File: src/rtl/eth_idma_cfg_seq_pkg.sv
// Shared types for the Ethernet iDMA configuration sequencer.
package eth_idma_cfg_seq_pkg;

  typedef enum logic [2:0] {
    ST_IDLE  = 3'd0,
    ST_WRITE = 3'd1,
    ST_POLL  = 3'd2,
    ST_ACK   = 3'd3,
    ST_DONE  = 3'd4
  } seq_state_e;

  typedef logic [3:0] step_t;

  // Step indices with a special role in the sequence; step 11 is the poll read.
  localparam step_t StepMacLo   = 4'd0;
  localparam step_t StepSrcAddr = 4'd2;
  localparam step_t StepReqClr  = 4'd8;
  localparam step_t StepRspSet  = 4'd9;
  localparam step_t StepRspClr  = 4'd10;
  localparam step_t StepPoll    = 4'd11;

  localparam logic [2:0] ProtoAxi = 3'd0;
  localparam logic [2:0] ProtoEth = 3'd5;

  typedef enum logic [3:0] {
    WSEL_ZERO   = 4'd0,
    WSEL_ONE    = 4'd1,
    WSEL_MACLO  = 4'd2,
    WSEL_MACHI  = 4'd3,
    WSEL_SRC    = 4'd4,
    WSEL_DST    = 4'd5,
    WSEL_LEN    = 4'd6,
    WSEL_SPROTO = 4'd7,
    WSEL_DPROTO = 4'd8
  } wsel_e;

  typedef struct packed {
    logic [31:0] addr;
    logic        write;
    logic [31:0] wdata;
    logic [3:0]  wstrb;
    logic        valid;
  } reg_req_t;

  typedef struct packed {
    logic [31:0] rdata;
    logic        error;
    logic        ready;
  } reg_rsp_t;

  typedef struct packed {
    logic [47:0] mac;
    logic [31:0] src;
    logic [31:0] dst;
    logic [31:0] len;
    logic [2:0]  sproto;
    logic [2:0]  dproto;
  } desc_t;

  // Pick the write payload for a step from the descriptor.
  function automatic logic [31:0] sel_wdata(input wsel_e sel, input desc_t d);
    logic [31:0] w;
    case (sel)
      WSEL_ONE:    w = 32'h0000_0001;
      WSEL_MACLO:  w = d.mac[31:0];
      WSEL_MACHI:  w = {16'h0000, d.mac[47:32]};
      WSEL_SRC:    w = d.src;
      WSEL_DST:    w = d.dst;
      WSEL_LEN:    w = d.len;
      WSEL_SPROTO: w = {29'h0, d.sproto};
      WSEL_DPROTO: w = {29'h0, d.dproto};
      default:     w = 32'h0000_0000;
    endcase
    return w;
  endfunction

endpackage

File: src/rtl/eth_idma_reg_pkg.sv
// Ethernet iDMA register map: byte offsets of the register-interface port.
package eth_idma_reg_pkg;

  parameter int BlockAw = 8;

  parameter logic [BlockAw-1:0] ETH_IDMA_MACLO_ADDR_OFFSET        = 8'h00;
  parameter logic [BlockAw-1:0] ETH_IDMA_MACHI_MDIO_OFFSET        = 8'h04;
  parameter logic [BlockAw-1:0] ETH_IDMA_SRC_ADDR_OFFSET          = 8'h08;
  parameter logic [BlockAw-1:0] ETH_IDMA_DST_ADDR_OFFSET          = 8'h0c;
  parameter logic [BlockAw-1:0] ETH_IDMA_LENGTH_OFFSET            = 8'h10;
  parameter logic [BlockAw-1:0] ETH_IDMA_SRC_PROTOCOL_OFFSET      = 8'h14;
  parameter logic [BlockAw-1:0] ETH_IDMA_DST_PROTOCOL_OFFSET      = 8'h18;
  parameter logic [BlockAw-1:0] ETH_IDMA_REQ_VALID_OFFSET         = 8'h1c;
  parameter logic [BlockAw-1:0] ETH_IDMA_REQ_READY_OFFSET         = 8'h20;
  parameter logic [BlockAw-1:0] ETH_IDMA_RSP_READY_OFFSET         = 8'h24;
  parameter logic [BlockAw-1:0] ETH_IDMA_RSP_VALID_OFFSET         = 8'h28;

endpackage

File: src/rtl/eth_idma_cfg_step_rom.sv
// Step decode: maps a sequence step to register offset, payload select and direction.
module eth_idma_cfg_step_rom
  import eth_idma_cfg_seq_pkg::*;
  import eth_idma_reg_pkg::*;
(
  input  step_t              step_i,
  output logic [BlockAw-1:0] offset_o,
  output wsel_e              wsel_o,
  output logic               write_o
);

  // Pure table lookup; unknown steps fall back to a harmless status read.
  always_comb begin
    offset_o = ETH_IDMA_RSP_VALID_OFFSET;
    wsel_o   = WSEL_ZERO;
    write_o  = 1'b0;
    case (step_i)
      4'd0:  begin offset_o = ETH_IDMA_MACLO_ADDR_OFFSET;   wsel_o = WSEL_MACLO;  write_o = 1'b1; end
      4'd1:  begin offset_o = ETH_IDMA_MACHI_MDIO_OFFSET;   wsel_o = WSEL_MACHI;  write_o = 1'b1; end
      4'd2:  begin offset_o = ETH_IDMA_SRC_ADDR_OFFSET;     wsel_o = WSEL_SRC;    write_o = 1'b1; end
      4'd3:  begin offset_o = ETH_IDMA_DST_ADDR_OFFSET;     wsel_o = WSEL_DST;    write_o = 1'b1; end
      4'd4:  begin offset_o = ETH_IDMA_LENGTH_OFFSET;       wsel_o = WSEL_LEN;    write_o = 1'b1; end
      4'd5:  begin offset_o = ETH_IDMA_SRC_PROTOCOL_OFFSET; wsel_o = WSEL_SPROTO; write_o = 1'b1; end
      4'd6:  begin offset_o = ETH_IDMA_DST_PROTOCOL_OFFSET; wsel_o = WSEL_DPROTO; write_o = 1'b1; end
      4'd7:  begin offset_o = ETH_IDMA_REQ_VALID_OFFSET;    wsel_o = WSEL_ONE;    write_o = 1'b1; end
      4'd8:  begin offset_o = ETH_IDMA_REQ_VALID_OFFSET;    wsel_o = WSEL_ZERO;   write_o = 1'b1; end
      4'd9:  begin offset_o = ETH_IDMA_RSP_READY_OFFSET;    wsel_o = WSEL_ONE;    write_o = 1'b1; end
      4'd10: begin offset_o = ETH_IDMA_RSP_READY_OFFSET;    wsel_o = WSEL_ZERO;   write_o = 1'b1; end
      4'd11: begin offset_o = ETH_IDMA_RSP_VALID_OFFSET;    wsel_o = WSEL_ZERO;   write_o = 1'b0; end
      default: begin
        offset_o = ETH_IDMA_RSP_VALID_OFFSET;
        wsel_o   = WSEL_ZERO;
        write_o  = 1'b0;
      end
    endcase
  end

endmodule

File: src/rtl/eth_idma_cfg_seq.sv
// Ethernet iDMA configuration sequencer: takes one descriptor, programs the
// iDMA over its register port, polls for completion and acknowledges it.
module eth_idma_cfg_seq
  import eth_idma_cfg_seq_pkg::*;
  import eth_idma_reg_pkg::*;
#(
  parameter logic [31:0] BaseAddr    = 32'h0000_0000,
  parameter int unsigned PollTimeout = 32'd1024
) (
  input  logic        clk_i,
  input  logic        rst_ni,
  input  logic        desc_valid_i,
  output logic        desc_ready_o,
  input  logic        mac_update_i,
  input  logic [47:0] mac_addr_i,
  input  logic [31:0] src_addr_i,
  input  logic [31:0] dst_addr_i,
  input  logic [31:0] length_i,
  input  logic [2:0]  src_proto_i,
  input  logic [2:0]  dst_proto_i,
  output logic        busy_o,
  output logic        done_o,
  output logic        err_o,
  output reg_req_t    reg_req_o,
  input  reg_rsp_t    reg_rsp_i
);

  localparam int unsigned CntW   = $clog2(PollTimeout + 32'd1);
  localparam logic [CntW-1:0] CntLimit = CntW'(PollTimeout);
  localparam logic [CntW-1:0] CntMax   = {CntW{1'b1}};

  seq_state_e        state_q, state_d;
  step_t             step_q, step_d;
  logic [CntW-1:0]   cnt_q, cnt_d;
  desc_t             desc_q, desc_d;
  reg_req_t          req_q, req_d;
  logic              done_q, done_d;
  logic              err_q, err_d;
  logic              busy_q, busy_d;

  desc_t             desc_in_s;
  desc_t             desc_src_s;
  step_t             nstep_s;
  logic              load_s;
  logic              acc_s;
  logic [CntW-1:0]   cnt_inc_s;
  logic [BlockAw-1:0] rom_offset_s;
  wsel_e             rom_wsel_s;
  logic              rom_write_s;
  logic [30:0]       unused_rdata_s;

  assign desc_in_s = '{mac: mac_addr_i, src: src_addr_i, dst: dst_addr_i,
                       len: length_i, sproto: src_proto_i, dproto: dst_proto_i};

  // At the handshake the fields are not latched yet, so the first access reads the inputs.
  assign desc_src_s = (state_q == ST_IDLE) ? desc_in_s : desc_q;

  assign acc_s          = req_q.valid & reg_rsp_i.ready;
  assign cnt_inc_s      = (cnt_q == CntMax) ? cnt_q : cnt_q + CntW'(1);
  assign unused_rdata_s = reg_rsp_i.rdata[31:1];

  assign desc_ready_o = (state_q == ST_IDLE);
  assign busy_o       = busy_q;
  assign done_o       = done_q;
  assign err_o        = err_q;
  assign reg_req_o    = req_q;

  eth_idma_cfg_step_rom u_step_rom (
    .step_i   (nstep_s),
    .offset_o (rom_offset_s),
    .wsel_o   (rom_wsel_s),
    .write_o  (rom_write_s)
  );

  // Next-state, next-access and status decode.
  always_comb begin
    state_d = state_q;
    step_d  = step_q;
    cnt_d   = cnt_q;
    desc_d  = desc_q;
    req_d   = req_q;
    done_d  = 1'b0;
    err_d   = 1'b0;
    load_s  = 1'b0;
    nstep_s = step_q;

    // An accepted access retires; a following one is loaded below if any.
    if (acc_s) begin
      req_d.valid = 1'b0;
    end else begin
      req_d.valid = req_q.valid;
    end

    case (state_q)
      ST_IDLE: begin
        if (desc_valid_i) begin
          desc_d  = desc_in_s;
          nstep_s = mac_update_i ? StepMacLo : StepSrcAddr;
          load_s  = 1'b1;
          state_d = ST_WRITE;
        end else begin
          state_d = ST_IDLE;
        end
      end
      ST_WRITE: begin
        if (acc_s && reg_rsp_i.error) begin
          state_d = ST_DONE;
          done_d  = 1'b1;
          err_d   = 1'b1;
        end else if (acc_s && (step_q == StepReqClr)) begin
          nstep_s = StepPoll;
          load_s  = 1'b1;
          cnt_d   = '0;
          state_d = ST_POLL;
        end else if (acc_s) begin
          nstep_s = step_q + 4'd1;
          load_s  = 1'b1;
        end else begin
          state_d = ST_WRITE;
        end
      end
      ST_POLL: begin
        if (acc_s && reg_rsp_i.error) begin
          state_d = ST_DONE;
          done_d  = 1'b1;
          err_d   = 1'b1;
        end else if (acc_s && reg_rsp_i.rdata[0]) begin
          nstep_s = StepRspSet;
          load_s  = 1'b1;
          state_d = ST_ACK;
        end else if (acc_s && (cnt_inc_s == CntLimit)) begin
          cnt_d   = cnt_inc_s;
          state_d = ST_DONE;
          done_d  = 1'b1;
          err_d   = 1'b1;
        end else if (acc_s) begin
          cnt_d   = cnt_inc_s;
          nstep_s = StepPoll;
          load_s  = 1'b1;
        end else begin
          state_d = ST_POLL;
        end
      end
      ST_ACK: begin
        if (acc_s && reg_rsp_i.error) begin
          state_d = ST_DONE;
          done_d  = 1'b1;
          err_d   = 1'b1;
        end else if (acc_s && (step_q == StepRspClr)) begin
          state_d = ST_DONE;
          done_d  = 1'b1;
        end else if (acc_s) begin
          nstep_s = step_q + 4'd1;
          load_s  = 1'b1;
        end else begin
          state_d = ST_ACK;
        end
      end
      ST_DONE: begin
        state_d = ST_IDLE;
      end
      default: begin
        state_d = ST_IDLE;
        req_d   = '0;
      end
    endcase

    if (load_s) begin
      step_d       = nstep_s;
      req_d.valid  = 1'b1;
      req_d.addr   = BaseAddr + {{(32-BlockAw){1'b0}}, rom_offset_s};
      req_d.write  = rom_write_s;
      req_d.wdata  = rom_write_s ? sel_wdata(rom_wsel_s, desc_src_s) : 32'h0000_0000;
      req_d.wstrb  = rom_write_s ? 4'hf : 4'h0;
    end else begin
      step_d = step_q;
    end

    busy_d = (state_d != ST_IDLE);
  end

  // State and registered outputs; reset drops the bus request at once.
  always_ff @(posedge clk_i or negedge rst_ni) begin
    if (!rst_ni) begin
      state_q <= ST_IDLE;
      step_q  <= 4'd0;
      cnt_q   <= '0;
      desc_q  <= '0;
      req_q   <= '0;
      done_q  <= 1'b0;
      err_q   <= 1'b0;
      busy_q  <= 1'b0;
    end else begin
      state_q <= state_d;
      step_q  <= step_d;
      cnt_q   <= cnt_d;
      desc_q  <= desc_d;
      req_q   <= req_d;
      done_q  <= done_d;
      err_q   <= err_d;
      busy_q  <= busy_d;
    end
  end

endmodule

File: config.mk
export PLATFORM = sky130hd
export DESIGN_NAME = eth_idma_cfg_seq
export DESIGN_NICKNAME = d
export VERILOG_FILES = /design/src/rtl/eth_idma_cfg_seq_pkg.sv /design/src/rtl/eth_idma_reg_pkg.sv /design/src/rtl/eth_idma_cfg_step_rom.sv /design/src/rtl/eth_idma_cfg_seq.sv
export SDC_FILE = /design/constraint.sdc
export NUM_CORES = 1
export LEC_CHECK = 0
export ABC_AREA = 1
export BUFFER_PORTS_ARGS = -buffer_cell sky130_fd_sc_hd__buf_2
export CAP_MARGIN = 0
export CORE_MARGIN = 2
export CORE_UTILIZATION = 30
export DETAILED_ROUTE_END_ITERATION = 8
export PLACE_DENSITY_LB_ADDON = 0.25
export SYNTH_ARGS = -nofsm -noshare
export SYNTH_HDL_FRONTEND = slang
export SYNTH_SLANG_ARGS = --single-unit
File: constraint.sdc
create_clock -name clk_i -period 3.1 [get_ports clk_i]
set_input_delay 0.155 -clock clk_i [delete_from_list [all_inputs] [get_ports clk_i]]
set_output_delay 0.155 -clock clk_i [all_outputs]
set_load 0.05 [all_outputs]
==> metrics.md, run 1 <==
| Metric | Value |
|---|---|
| Die ar. | 41,600 µm² |
| Crit-path cells | ha_4 -> nand2_4 -> nor2_4 -> nand4_1 -> nand2_1 -> nand3_2 -> nor2_4 -> nand2_1 -> nand2_2 -> nand2_2 -> nand2_4 -> nand2_2 -> o21ai_4 -> buf_6 -> nand2_4 -> nor2_4 -> nor2_4 -> buf_6 -> buf_16 -> nand3_1 -> nand4_1 -> nand2_1 -> nand2_1 |
| TritonCTS Buffers | 27 |
| Gr usage total | 0.190 |
| Synth async-reset ratio | 1.00 |
| Clk buf depth | 3 |
| Leakage | between 8 and 9 nW |
| Setup TNS | -17.4 ps |
| Register area | 5230 µm² |
| Status | complete, but fails checks |
| DR WL/cell | 15.5 µm |
| Detail Placement HPWL | 25.9 mm |
| Min cycle time layout | slightly above 3000 ps |
| Number of global-route vias before repair | 11,300 |
| Final ANT Viol Nets | 0 |
| Antenna violations before repair | 1 |
| EDFF count, synth | 0 |
| Fin. Hold Viols | 0 |
| RSZ-0062 raised after global routing | true |
| Overflow after GRT | 0 |
| Synth top area share | 0.436 |
| Syn_area_per_cell | 7.22 µm² |
| Final Max Tran Viols | 0 |
| Critical Path RT | 3540 ps |
| Failing checks | negative setup slack |
| DR vias | 12,000 |
| Fill count | 4,005 |
| Utilization after layout | 0.425 |
| Largest net degree at the start of global routing | 265 |
| Synth cell count leaders | nand2_1, o21ai_0, dfrtp_1 |
| Slew margin rel. | 0.247 |
| Distinct cells, synth | 46 |
| Routability congestion estimate | 0.855 |
| CP bufs+invs | 3 |
| Mapped Cells | 1,661 |
| Setup WS post-layout | -12.9 ps |
| Rows | 73 |
| Max-cap check violation count | 0 |
| DRT Pass-1 Iters | 9 |
| Delay of the slowest critical-path stage | about 410 ps |
| Layout cells sized above 1 | 0.213 |
| Clock Skew | about 14 ps |
| Height of the die | 204 µm |
| Worst-margin pin slew | 1130 ps |
| Period utilisation layout | 1.00 |
| IO buf count | 202 |
| Cell with the most instances after synthesis | nand2_1 |
| WL final | 40.0 mm |
| Number of DRC markers in iteration 0 | 840 |
| Min-delay worst type | input pin to flip-flop |
| Clock Latency Late Sink | 560 ps |
| CTS tree | built |
| Drt via density | 4.63 |
| Yosys warning total | 0 |
| Final setup violation count | 2 |
| Post-synthesis cell area | 12,000 µm² |
| Crit Path Category | flip-flop to flip-flop |
| Synth Register Bits | around 210 |
| Net count, final | 2,234 |
| First-pass GRT wire length | about 63 mm |
| Dominant cell type by area after synthesis | dfrtp_1 |
| Synth-to-layout area growth | 40.2% |
| CP Max Fanout | 7 |
| Seq/Total Area, Yosys | 0.436 |
| Non-Filler Instances | between 2,000 and 3,000 |
| Top_reg_cell synth | dfrtp_1 |
| Starting Density | 0.303 |
| Worst path slowest cell | dfrtp_1 |
| Synth area leaders | dfrtp_1, nand2_1, o21ai_0 |
| Arrival @ worst endpoint | around 3600 ps |
| Pwr/cell area | approximately 380 nW/µm² |
| VDD IR max | approximately 0.33 mV |
| Fmax | 321 MHz |
| Startpoint types | flip-flop |
| Core Area | 39,500 µm² |
| Placed instance count | 2,356 |
| IO Pins | 262 |
| Multi-input combinational cell area | 5680 µm² |
| H-tree level count | 1 |
| CTS sink count | 209 |
| Clk root buf | clkbuf_16 |
| Crit path max-delay family | simple AND/OR/NAND/NOR gates |
| Die extent in x | slightly above 200 µm |
| Worst setup EP type | flip-flop |
| CTS clock-pin slew for the worst setup and hold paths | 50 ps |
| Drt drc | 0 |
-- where the power goes --
part,total (W),internal (W),switching [W]
combinational,0.000468,0.000214,0.000254
clock,0.00322,0.00193,0.00128
sequential,0.00273,0.00273,0
-- path summary, 6_finish.rpt --
path	cells after the start	endpoint	slack, ps	from
setup reg to reg	23	reg_req_o[26]$_DFFE_PN0P_	-10	cnt_q[0]$_DFFE_PN0P_
max in group asynchronous	3	desc_q[67]$_DFFE_PN0P_	1950	rst_ni
setup / recovery	23	reg_req_o[26]$_DFFE_PN0P_	-10	cnt_q[0]$_DFFE_PN0P_
hold reg to reg	2	reg_req_o[29]$_DFFE_PN0P_	470	reg_req_o[29]$_DFFE_PN0P_
min in group asynchronous	2	desc_q[77]$_DFFE_PN0P_	210	rst_ni
hold / removal	4	reg_req_o[0]$_DFFE_PN0P_	40	reg_rsp_i[0]
-- metrics by stage --
step / cell area [µm²] / setup slack, ps / hold slack, ps / power [W]
after floorplan: 12100 / 53.2 / -141 / 0.00293
after global placement: 13800 / -66.9 / 265 / 0.00310
after detailed placement: 13800 / -166 / 260 / 0.00310
after CTS: 16600 / 1.44 / 15.7 / 0.00650
after global routing: 16800 / -287 / 65.0 / 0.00666
final: 16800 / -12.9 / 43.5 / 0.00641
-- registers in the layout (all words and copies together) (netlist names) --
name / cells
err_o: 1
state_q: 3
busy_o: 1
cnt_q: 11
reg_req_o: 38
desc_q: 150
done_o: 1
step_q: 4
-- layout make-up --
type	count	share of cell area
diodes	1	0.000149
flip-flops and latches	209	0.311
multi-input cells	1146	0.338
clock buffers	44	0.0500
clock inverters	6	0.00432
well taps	525	0.0391
inverters	201	0.0459
repair buffers	452	0.212
-- cell families (layout without fill, tap and decap cells) --
kind of cell,Yosys count,after routing,share of synthesized area
and+or+nand+nor,745,745,0.270
AOI/OAI and AO/OA,361,361,0.160
buffers and inverters,333,703,0.121
DFF,209,209,0.436
adders and majority gates,9,9,0.00940
muxes,2,2,0.00177
other,1,29,0.000313
xor gates and xnor gates,1,1,0.000731
-- layer usage --
metal	part of all wire	GRT usage	vias to the layer above
met4	0.022	0.0428	0
met2	0.46	0.308	298
met3	0.047	0.0279	57
met5	0	0	-
li1	-	-	6028
met1	0.47	0.269	5578
-- worst min-delay path, delay by kind of cell --
kind	cells	cell delay [ps]
simple gates	3	320
buf+inv	1	80
-- layout by cell type, fill, tap and decap left out, types with 5 or more instances in the layout --
master	instances
nand2_1	509
o21ai_0	303
dfrtp_1	208
buf_2	201
inv_1	193
dlygate4sd3_1	151
nand3_1	101
buf_4	75
nand3_2	31
nor2_1	29
clkbuf_16	29
conb_1	28
nand4_1	26
o211ai_1	18
buf_12	15
o21ai_1	13
nand2_2	12
clkbuf_8	10
nor2_4	9
nand2_4	7
clkbuf_1	7
ha_1	6
nor2_2	5
o22ai_1	5
a21oi_1	5
nand3_4	5
buf_6	5
-- repair_timing --
action	in CTS	in global routing
setup buffers	15	9
hold endpoints to repair	244	0
pin swaps	10	40
hold buffers	151	0
setup endpoints to repair	32	33
cloned	3	2
resized for setup	19	51
No activity file was read; power rests on OpenSTA's default activity.
==> run 2, diff against run 1 <==
- MAX_ROUTING_LAYER: default -> met4
==> run 2 against run 1 <==
Effect of this change: the run still ends with negative setup slack left; power is 1.3% higher; clock power is 2% higher; final cell count stayed put; cell area is 1.7% higher; critical path type unchanged; largest cell class unchanged.
==> metrics.md, run 2 (synthesis results as in run 1) <==
| Metric | Value |
|---|---|
| Status | complete, but fails checks |
| Failing checks | negative setup slack |
| Design area | 17,100 µm² (+1.7%) |
| Overall power | 0.00650 W (+1.3%) |
| Routability congestion estimate | 0.882 (+3.2%) |
| Gr usage total | 0.192 (+0.00166) |
| Slew margin rel. | 0.345 (+0.0982) |
| Clock Skew | 11.4 ps (-2.37 ps) |
| Overflow after GRT | 0 (unchanged) |
| Arrival @ worst endpoint | 3650 ps (+90 ps) |
| CTS tree | built |
| Max FFs per register | 150 (unchanged) |
| Worst-margin pin slew | 982 ps (-147 ps) |
| Fin. Hold Viols | 0 (unchanged) |
| Number of global-route vias before repair | 11,400 (+0.67%) |
| Fmax | 317 MHz (-1.2%) |
| Starting Density | 0.303 (unchanged) |
| Min cycle time layout | 3150 ps (+38.9 ps) |
| Clk root buf | clkbuf_16 |
| Delay of the slowest critical-path stage | 390 ps (-20 ps) |
| Synth-to-layout area growth | 42.6% |
| Critical Path RT | 3600 ps (+60 ps) |
| H-tree level count | 1 (unchanged) |
| CTS sink count | 209 (unchanged) |
| Clock Latency Late Sink | 560 ps (about the same) |
| Drt via density | 4.67 (+0.85%) |
| Gate power share | 0.072 (about the same) |
| IO Pins | 262 (unchanged) |
| Most frequent CP cell | nand3_2 |
| Most common cell after layout, fill and taps aside | nand2_1 |
| Net Switching | 0.00155 W (+0.46%) |
| TritonCTS Buffers | 27 (unchanged) |
| Non-Filler Instances | 2,584 (unchanged) |
| Net count, final | 2,234 (unchanged) |
| Die ar. | 41,600 µm² (unchanged) |
| Max-cap check violation count | 0 (unchanged) |
| DRT Pass-1 Iters | 7 (-2) |
| Setup WS post-layout | -51.8 ps (-38.9 ps) |
| CP Max Fanout | 8 (+1) |
| Crit Path Category | flip-flop to flip-flop |
| Leakage | 8.55 nW (+0.53%) |
| Min-delay worst type | input pin to flip-flop |
| Setup TNS | -346 ps (-329 ps) |
| DR vias | 12,100 (+0.85%) |
| VDD IR max | 0.407 mV (+25%) |
| Core Area | 39,500 µm² (unchanged) |
| WL final | 40.2 mm (+0.52%) |
| Worst hold slack | 47.5 ps (+3.97 ps) |
| Sw Share | 0.238 (-0.00194) |
| Startpoint types | flip-flop |
| Sequential power share | 0.420 (-0.005) |
| Worst setup EP type | flip-flop |
| Period utilisation layout | 1.02 (+0.0125) |
| IO buf count | 202 (unchanged) |
| Clk buf depth | 3 (unchanged) |
| Pwr/cell area | 380 nW/µm² (-0.42%) |
| Post-placement cell area | 13,900 µm² (+0.18%) |
| Die extent in x | 204 µm (unchanged) |
| Final ANT Viol Nets | 0 (unchanged) |
| Rows | 73 (unchanged) |
| Clock Power Share | 0.508 (+0.006) |
| First-pass GRT wire length | 61.7 mm (-1.7%) |
| Placed instance count | 2,356 (unchanged) |
| Worst path slowest cell | dfrtp_1 |
| Final setup violation count | 11 (+9) |
| Height of the die | 204 µm (unchanged) |
| Largest reg by FF count | desc_q |
| Pint | 0.00495 W (+1.5%) |
| DR WL/cell | 15.6 µm (+0.52%) |
| Number of DRC markers in iteration 0 | 893 (+6.3%) |
| Final Max Tran Viols | 0 (unchanged) |
| CTS clock-pin slew for the worst setup and hold paths | 60 ps (about the same) |
| Antenna violations before repair | 1 (unchanged) |
| Layout cells sized above 1 | 0.225 (+0.0121) |
| Drt drc | 0 (unchanged) |
| Detail Placement HPWL | 25.8 mm (-0.34%) |
| Commonest non-fill, non-tap cells in the layout | nand2_1, o21ai_0, dfrtp_1 |
| RSZ-0062 raised after global routing | true |
| Largest net degree at the start of global routing | 265 (unchanged) |
run 2: changes by cell type in the layout (fill, tap and decap cells not counted), moves of 4 or more:
cell      previous run  this run
clkbuf_8            10         6
nand3_2             31        47
nand3_1            101        81
buf_12              15        21
buf_4               75        62
nand3_4              5         9
nand2_1            509       505
run 2: area by class of cell:
| class | count | area, µm² |
|---|---|---|
| tap | 525 | 657 |
| timing repair inverter | 1 | 5.00 |
| fill | 3995 | 22500 |
| clock buffer | 40 | 785 |
| inverter | 201 | 769 |
| sequential | 209 | 5230 |
| multi-input combinational | 1146 | 5830 |
| timing repair buffer | 451 | 3670 |
| clock inverter | 10 | 148 |
| antenna | 1 | 2.50 |
run 2: worst paths after layout:
path,cells after the start,slack (ps),from,end
worst min register to register,2,470,reg_req_o[33]$_DFFE_PN0P_,reg_req_o[33]$_DFFE_PN0P_
max in group asynchronous,3,2120,rst_ni,desc_q[63]$_DFFE_PN0P_
worst max-delay path,26,-50,cnt_q[1]$_DFFE_PN0P_,reg_req_o[9]$_DFFE_PN0P_
min in group asynchronous,2,180,rst_ni,desc_q[74]$_DFFE_PN0P_
worst max register to register,26,-50,cnt_q[1]$_DFFE_PN0P_,reg_req_o[9]$_DFFE_PN0P_
worst min-delay path,4,50,reg_rsp_i[0],reg_req_o[0]$_DFFE_PN0P_
run 2: what timing repair did:
action / 4_1_cts / 5_1_grt
buffers inserted: 4 / 15
endpoints found under the hold margin: 215 / 0
cloned: 1 / 9
endpoints found under the setup margin: 31 / 32
hold buffers: 151 / 0
resized for setup: 11 / 97
pin swaps: 2 / 55
run 2: power by group through the flow:
stage	combinational [W]	sequential, W	clock [W]
after floorplan	0.000147	0.00278	0
after global placement	0.000319	0.00278	0
after detailed placement	0.000319	0.00278	0
after CTS	0.000471	0.00273	0.00340
after global routing	0.000511	0.00273	0.00351
final	0.000467	0.00273	0.00330
run 2: worst max-delay path: cells and delay by family (launching register included):
family	cells	cell delay, ps
buffers and inverters	5	560
DFF	1	390
AOI/OAI and AO/OA	3	410
and+or+nand+nor	16	1400
adders and majority gates	2	340
run 2: stage by stage:
step | util | setup WS (ps)
2_1_floorplan | - | 53.2
3_3_place_gp | 0.350 | -64.2
3_5_place_dp | 0.350 | -127
4_1_cts | 0.415 | -11.1
5_1_grt | 0.432 | -254
6_report | 0.432 | -51.8
run 2: metal layers:
layer	up-vias	part of all wire	track usage
met5	-	0	-
met4	0	0.033	0.0597
met3	85	0.046	0.0246
met2	351	0.46	0.298
met1	5593	0.47	0.261
li1	6034	-	-
